===== src/rtl/seg_anim_pkg.sv =====
// Shared constants and the animation ROM for the seven-segment animator.
package seg_anim_pkg;

    localparam int NUM_ANIM = 8;
    localparam int ANIM_W   = 3;
    localparam int FRAME_W  = 4;
    localparam int SPD_W    = 3;

    localparam logic [SPD_W-1:0] SPD_MIN     = 3'd0;
    localparam logic [SPD_W-1:0] SPD_MAX     = 3'd7;
    localparam logic [SPD_W-1:0] SPEED_RESET = 3'd4;

    // Segment bits, bit0 = a.
    localparam logic [6:0] SEG_A    = 7'h01;
    localparam logic [6:0] SEG_B    = 7'h02;
    localparam logic [6:0] SEG_C    = 7'h04;
    localparam logic [6:0] SEG_D    = 7'h08;
    localparam logic [6:0] SEG_E    = 7'h10;
    localparam logic [6:0] SEG_F    = 7'h20;
    localparam logic [6:0] SEG_G    = 7'h40;
    localparam logic [6:0] SEG_ALL  = 7'h7F;
    localparam logic [6:0] SEG_NONE = 7'h00;

    typedef enum logic [ANIM_W-1:0] {
        ANIM_CW     = 3'd0,
        ANIM_CCW    = 3'd1,
        ANIM_FIG8   = 3'd2,
        ANIM_FILL   = 3'd3,
        ANIM_BOUNCE = 3'd4,
        ANIM_BLINK  = 3'd5,
        ANIM_SNAKE  = 3'd6,
        ANIM_COUNT  = 3'd7
    } anim_e;

    // Number of frames in each animation.
    function automatic logic [FRAME_W-1:0] anim_len(input logic [ANIM_W-1:0] anim);
        logic [FRAME_W-1:0] len;
        case (anim)
            ANIM_CW:     len = 4'd6;
            ANIM_CCW:    len = 4'd6;
            ANIM_FIG8:   len = 4'd8;
            ANIM_FILL:   len = 4'd8;
            ANIM_BOUNCE: len = 4'd4;
            ANIM_BLINK:  len = 4'd2;
            ANIM_SNAKE:  len = 4'd6;
            default:     len = 4'd10;
        endcase
        return len;
    endfunction

    // Segment pattern for a given animation and frame; unused frames are blank.
    function automatic logic [6:0] frame_pattern(input logic [ANIM_W-1:0]  anim,
                                                 input logic [FRAME_W-1:0] frame);
        logic [6:0] seg;
        seg = SEG_NONE;
        case (anim)
            ANIM_CW: case (frame)
                4'd0: seg = SEG_A;  4'd1: seg = SEG_B;  4'd2: seg = SEG_C;
                4'd3: seg = SEG_D;  4'd4: seg = SEG_E;  4'd5: seg = SEG_F;
                default: seg = SEG_NONE;
            endcase
            ANIM_CCW: case (frame)
                4'd0: seg = SEG_A;  4'd1: seg = SEG_F;  4'd2: seg = SEG_E;
                4'd3: seg = SEG_D;  4'd4: seg = SEG_C;  4'd5: seg = SEG_B;
                default: seg = SEG_NONE;
            endcase
            ANIM_FIG8: case (frame)
                4'd0: seg = SEG_A;  4'd1: seg = SEG_B;  4'd2: seg = SEG_G;
                4'd3: seg = SEG_E;  4'd4: seg = SEG_D;  4'd5: seg = SEG_C;
                4'd6: seg = SEG_G;  4'd7: seg = SEG_F;
                default: seg = SEG_NONE;
            endcase
            ANIM_FILL: case (frame)
                4'd0: seg = 7'h01;  4'd1: seg = 7'h03;  4'd2: seg = 7'h07;
                4'd3: seg = 7'h0F;  4'd4: seg = 7'h1F;  4'd5: seg = 7'h3F;
                4'd6: seg = SEG_ALL; 4'd7: seg = SEG_NONE;
                default: seg = SEG_NONE;
            endcase
            ANIM_BOUNCE: case (frame)
                4'd0: seg = SEG_A;  4'd1: seg = SEG_G;
                4'd2: seg = SEG_D;  4'd3: seg = SEG_G;
                default: seg = SEG_NONE;
            endcase
            ANIM_BLINK: case (frame)
                4'd0: seg = SEG_ALL;
                default: seg = SEG_NONE;
            endcase
            ANIM_SNAKE: case (frame)
                4'd0: seg = SEG_A | SEG_B;  4'd1: seg = SEG_B | SEG_C;
                4'd2: seg = SEG_C | SEG_D;  4'd3: seg = SEG_D | SEG_E;
                4'd4: seg = SEG_E | SEG_F;  4'd5: seg = SEG_F | SEG_A;
                default: seg = SEG_NONE;
            endcase
            default: case (frame)
                4'd0: seg = 7'h3F;  4'd1: seg = 7'h06;  4'd2: seg = 7'h5B;
                4'd3: seg = 7'h4F;  4'd4: seg = 7'h66;  4'd5: seg = 7'h6D;
                4'd6: seg = 7'h7D;  4'd7: seg = 7'h07;  4'd8: seg = 7'h7F;
                4'd9: seg = 7'h6F;
                default: seg = SEG_NONE;
            endcase
        endcase
        return seg;
    endfunction

endpackage


===== src/rtl/button_debounce.sv =====
// One push-button: 2-FF synchronizer, stability debounce, rising-edge pulse.
module button_debounce
    import seg_anim_pkg::*;
#(
    parameter int DEBOUNCE_CYCLES = 500
) (
    input  logic clk_i,
    input  logic rst_i,
    input  logic btn_i,
    output logic pulse_o
);

    localparam int CNT_W = $clog2(DEBOUNCE_CYCLES + 1);
    localparam logic [CNT_W-1:0] CNT_LOAD = CNT_W'(DEBOUNCE_CYCLES - 1);

    logic [1:0]       sync_q;
    logic             stable_q, stable_d;
    logic             stable_dly_q;
    logic [CNT_W-1:0] cnt_q, cnt_d;

    // The down-counter runs only while the synchronized level disagrees with
    // the accepted level; any agreeing sample reloads it, so a glitch restarts
    // the whole stability window.
    always_comb begin
        stable_d = stable_q;
        cnt_d    = cnt_q;
        if (sync_q[1] == stable_q) begin
            cnt_d = CNT_LOAD;
        end else if (cnt_q == '0) begin
            stable_d = sync_q[1];
            cnt_d    = CNT_LOAD;
        end else begin
            cnt_d = cnt_q - 1'b1;
        end
    end

    // Synchronizer, debounce state and edge-detect history.
    always_ff @(posedge clk_i or posedge rst_i) begin
        if (rst_i) begin
            sync_q       <= 2'b00;
            stable_q     <= 1'b0;
            stable_dly_q <= 1'b0;
            cnt_q        <= CNT_LOAD;
        end else begin
            sync_q       <= {sync_q[0], btn_i};
            stable_q     <= stable_d;
            stable_dly_q <= stable_q;
            cnt_q        <= cnt_d;
        end
    end

    assign pulse_o = stable_q & ~stable_dly_q;

endmodule


===== src/rtl/seven_segment_animator.sv =====
// Seven-segment animator tile: button-driven animation/speed select, step
// timer, frame sequencing and registered segment drive with dp heartbeat.
module seven_segment_animator
    import seg_anim_pkg::*;
#(
    parameter int TICK_BASE       = 10000,
    parameter int DEBOUNCE_CYCLES = 500
) (
    input  logic       clk,
    input  logic       rst_n,     // active-high despite the name
    input  logic [7:0] ui_in,
    output logic [7:0] uo_out,
    input  logic [7:0] uio_in,
    output logic [7:0] uio_out,
    output logic [7:0] uio_oe,
    input  logic       ena
);

    localparam int TICK_W = $clog2(TICK_BASE * NUM_ANIM);

    // Step period minus one for a speed level; the counter runs down to zero.
    function automatic logic [TICK_W-1:0] tick_load(input logic [SPD_W-1:0] spd);
        return TICK_W'(TICK_BASE * (8 - int'(spd)) - 1);
    endfunction

    logic [3:0]         pulse;
    logic [ANIM_W-1:0]  anim_q, anim_d;
    logic [SPD_W-1:0]   spd_q, spd_d;
    logic [FRAME_W-1:0] frame_q, frame_d;
    logic [TICK_W-1:0]  tick_q, tick_d;
    logic               dp_q, dp_d;
    logic [6:0]         seg_q;
    logic               anim_chg, spd_chg, step;

    wire unused_inputs = &{1'b0, ena, uio_in, ui_in[7:4]};

    for (genvar i = 0; i < 4; i++) begin : g_btn
        button_debounce #(
            .DEBOUNCE_CYCLES(DEBOUNCE_CYCLES)
        ) u_btn (
            .clk_i  (clk),
            .rst_i  (rst_n),
            .btn_i  (ui_in[i]),
            .pulse_o(pulse[i])
        );
    end

    // Animation/speed selection, step timer and frame advance.
    always_comb begin
        anim_d  = anim_q;
        spd_d   = spd_q;
        frame_d = frame_q;
        tick_d  = tick_q;
        dp_d    = dp_q;
        step    = 1'b0;

        if (pulse[0] && !pulse[1]) begin
            anim_d = anim_q + 3'd1;
        end else if (pulse[1] && !pulse[0]) begin
            anim_d = anim_q - 3'd1;
        end

        if (pulse[2] && !pulse[3] && spd_q != SPD_MAX) begin
            spd_d = spd_q + 3'd1;
        end else if (pulse[3] && !pulse[2] && spd_q != SPD_MIN) begin
            spd_d = spd_q - 3'd1;
        end

        anim_chg = (anim_d != anim_q);
        spd_chg  = (spd_d != spd_q);

        // A selection change restarts the timer at the new rate and swallows
        // any step that would have fired in the same cycle.
        if (anim_chg || spd_chg) begin
            tick_d = tick_load(spd_d);
        end else if (tick_q == '0) begin
            step   = 1'b1;
            tick_d = tick_load(spd_q);
        end else begin
            tick_d = tick_q - 1'b1;
        end

        if (anim_chg) begin
            frame_d = '0;
        end else if (step) begin
            frame_d = (frame_q == anim_len(anim_q) - 4'd1) ? '0 : frame_q + 4'd1;
        end

        if (step) begin
            dp_d = ~dp_q;
        end
    end

    // Control state registers.
    always_ff @(posedge clk or posedge rst_n) begin
        if (rst_n) begin
            anim_q  <= ANIM_CW;
            spd_q   <= SPEED_RESET;
            frame_q <= '0;
            tick_q  <= tick_load(SPEED_RESET);
            dp_q    <= 1'b0;
        end else begin
            anim_q  <= anim_d;
            spd_q   <= spd_d;
            frame_q <= frame_d;
            tick_q  <= tick_d;
            dp_q    <= dp_d;
        end
    end

    // Registered segment lookup, one cycle behind the frame counter.
    always_ff @(posedge clk or posedge rst_n) begin
        if (rst_n) begin
            seg_q <= SEG_A;
        end else begin
            seg_q <= frame_pattern(anim_q, frame_q);
        end
    end

    assign uo_out  = {dp_q, seg_q};
    assign uio_out = 8'h00;
    assign uio_oe  = 8'h00;

endmodule


===== config.mk =====
export PLATFORM = sky130hd
export DESIGN_NAME = seven_segment_animator
export DESIGN_NICKNAME = d
export VERILOG_FILES = /design/src/rtl/seg_anim_pkg.sv /design/src/rtl/button_debounce.sv /design/src/rtl/seven_segment_animator.sv
export SDC_FILE = /design/constraint.sdc
export NUM_CORES = 1
export LEC_CHECK = 0
export ABC_AREA = 1
export CAP_MARGIN = 20
export CORE_UTILIZATION = 40
export DETAILED_ROUTE_END_ITERATION = 12
export HOLD_SLACK_MARGIN = 0.08
export PLACE_DENSITY = 0.56
export SLEW_MARGIN = 30
export SYNTH_ARGS = -nofsm -noshare
export SYNTH_HDL_FRONTEND = slang
export SYNTH_SLANG_ARGS = --single-unit

===== constraint.sdc =====
create_clock -name clk -period 6.25 [get_ports clk]
set_clock_uncertainty 0.1 [all_clocks]
set_input_delay 1.25 -clock clk [delete_from_list [all_inputs] [get_ports clk]]
set_output_delay 1.25 -clock clk [all_outputs]
set_load 0.005 [all_outputs]

==> impl_metrics.ini <==
[run_status]
status = completed

[grt]
antenna_found_initial = 0
grt_max_degree = 51
grt.total_usage_pct = 17.3
grt_pass1_wl_um = 22400
grt_pass1_vias = 4871
grt_remaining_overflow = 0

[synthesis]
yosys_register_bits = 87
postSynthAreaPerCell_um2 = 8.15
synth_ff_type = dfrtp_1
synth_area_leader_cell = dfrtp_1
ys.warnings.count = 0
syn_area_um2 = 6240
seq_area_frac_synth_pct = 35.7
synth_top_area_share_pct = 18.8
ys_async_sr_fraction_pct = 100
ys_top_cells_by_area = dfrtp_1, dfstp_2, ha_1
synth_edf_count = 0
syn_inst = 766
ys_types = 48

[floorplan]
rows = 45
start_util_pct = 41.1
coreArea_um2 = 15200
ios = 43
dieArea_um2 = 16100
die-width_um = 127
die_h_um = 127

[pwr]
sw_frac_of_total_pct = 23.3
vdd_drop_max_uv = 123
power_frac_comb_pct = 3.9
powerDensity_nw_per_um2 = 174
p_leak_nw = 3.38
pwr-share-seq_pct = 49.7
p_total_mw = 1.19
power.switching_uw = 277
internal_power_uw = 908
pwr-share-clk_pct = 46.4

[cts]
cts.sinks = 87
cts.reportedPaths.clkPinSlew_ns = 0.06
post_cts.repair.setup_buffers = 0
h-tree-depth = 3
cts-root-buf = clkbuf_16
ctsLongestPathBuffers = 2
cts_tree = done
hold_buffers = 0
cts_resized = 0
numCtsBuffers = 9
clkLatencyLatePin_ns = 0.35

[final_layout]
nets = 872
syn2layout_area_growth_pct = 9.06
regArea_um2 = 2230
fill_cells = 1501
stdcell_area_um2 = 6810
antenna_cells = 0
drive_gt1_share_pct = 13.7
multi_input_area_um2 = 3530

[worst_hold_path]
min_from = g_btn[2].u_btn.sync_q[0]
hold_end = g_btn[2].u_btn.sync_q[1]
whs_path_depth = 0
hold_class = reg -> reg

[sta]
fin_crit_sh_pct = 81.8
maxSlewViolCount = 0
rsz0062_at_grt = no
finalCriticalPeriod_ns = 5.11
max_slew_margin_pct = 54.4
tns_ns = 0
fmax_mhz = 196
setup_viol = 0
worst_pin_slew_ns = 0.683
hold_viol_final = 0

[setup_path]
r2r-start = spd_q[0]
path_class = reg -> reg
worst-path-max-fanout = 10
start_kind = flip-flop
r2r_end = tick_q[14]
endpoint_kind = flip-flop
arrival_ns = 5.25
reg2reg_depth = 20
required_ns = 6.39
r2r_setup_slack_ns = 1.14

[detailed_routing]
drt_wl_total_um = 12800
dr.pass1.iters = 6
detail-route-antenna-nets = 0
vias = 4870
wire_per_inst_um = 13.1
drcViolationCount = 0
vias_per_cell = 4.99
drt_iter0_drc = 244

[place]
portBuffers = 13
gp_congestion = 0.890
dp_hpwl_um = 9640
dpl-instance-area_um2 = 6510

[job]
drv_cap = 0
cell usage after synthesis, types with 3 or more instances:
cell and number:
a21oi_1 26, buf_2 4, buf_4 17, dfrtp_1 47, dfstp_2 40, fa_1 3, ha_1 67, inv_1 89
inv_2 12, mux2_2 3, nand2_1 161, nand2_2 6, nand3_1 58, nand3b_1 4, nand4_1 14, nor2_1 72
nor2_2 3, nor2_4 4, nor3_1 10, o211ai_1 3, o21ai_0 18, o21ai_1 11, o21ai_2 3, o22ai_1 5
o31ai_1 3, or2_2 8, xnor2_1 18, xor2_1 29
metrics by stage:
step           utilization, %  hold WS, ns  instances  worst slack [ns]
6_report                 44.8        0.249        976              1.14
5_1_grt                  44.8        0.259        976             0.777
4_1_cts                  44.8        0.251        976              1.16
3_5_place_dp             42.8        0.236        960              1.17
3_3_place_gp             42.8        0.233        960              1.31
2_1_floorplan               -        0.231        781              1.88
power by group through the flow:
stage / registers, mW / logic [mW] / clock network [mW]
after floorplan: 0.596 / 0.0421 / 0
after CTS: 0.589 / 0.0480 / 0.570
final: 0.589 / 0.0462 / 0.550
after detailed placement: 0.598 / 0.0480 / 0
after global placement: 0.598 / 0.0460 / 0
after global routing: 0.590 / 0.0552 / 0.593
flip-flops by register name (all words and copies together), names as in the netlist:
name,cells
tick_q,17
g_btn.u_btn.cnt_q,36
seg_q,7
anim_q,3
spd_q,3
frame_q,4
dp_q,1
g_btn.u_btn.stable_q,4
g_btn.u_btn.sync_q,8
g_btn.u_btn.stable_dly_q,4
layer usage:
layer	vias up	global-route usage (%)	wire (um)
li1	2477	-	-
met1	2299	21.2	5920
met4	0	6.09	228
met5	-	0	0
met2	74	30.1	6260
met3	20	3.37	369
critical path: stages (launching register included):
cell	delay, ns
dfrtp_1	0.57
inv_1	0.20
ha_1	0.48
inv_1	0.27
nand4_1	0.13
nand3_1	0.09
nand2_1	0.22
ha_1	0.27
inv_1	0.09
xor2_1	0.56
fa_1	0.52
ha_1	0.33
ha_1	0.32
nand2_1	0.08
nand2_1	0.07
xor2_1	0.17
inv_1	0.06
o211ai_1	0.09
and2_1	0.15
o21ai_0	0.16
nand2_1	0.07
final cells by class:
type,count,share of cell area (%)
Tap cell,188,3.46
Clock inverter,6,1.01
Inverter,101,5.59
Sequential cell,87,32.7
Multi-Input combinational cell,570,51.8
Clock buffer,10,3.36
Timing Repair Buffer,14,2.02
logic make-up (layout without fill, tap and decap cells):
logic type      Yosys count  after routing  synth area share (%)
flops                    87             87                  35.7
simple gates            357            357                  27.0
xor+xnor                 47             47                  6.59
mux                       3              3                 0.541
buf+inv                 124            131                  8.68
other cells               1             16                0.0601
compound gates           77             77                  7.04
fa+ha+maj                70             70                  14.4
worst max path at each step:
stage,from,endpoint,slack [ns],cells after the start
final,spd_q[0],tick_q[14],1.14,20
after global routing,spd_q[0],tick_q[14],0.78,20
after CTS,spd_q[0],tick_q[14],1.16,20
after detailed placement,spd_q[0],tick_q[14],1.17,20
after global placement,spd_q[0],tick_q[14],1.31,20
after floorplan,spd_q[0],tick_q[14],1.88,21
cell usage in the layout (no fill, tap or decap), types with 13 or more instances in the layout:
master / instances
a21oi_1: 26
nand4_1: 14
ha_1: 67
xor2_1: 29
o21ai_0: 18
xnor2_1: 18
dfrtp_1: 47
clkdlybuf4s50_1: 13
inv_1: 88
dfstp_2: 40
nor2_1: 72
conb_1: 16
nand2_1: 161
nand3_1: 58
Note: power is estimated with default switching activity, not from simulation.
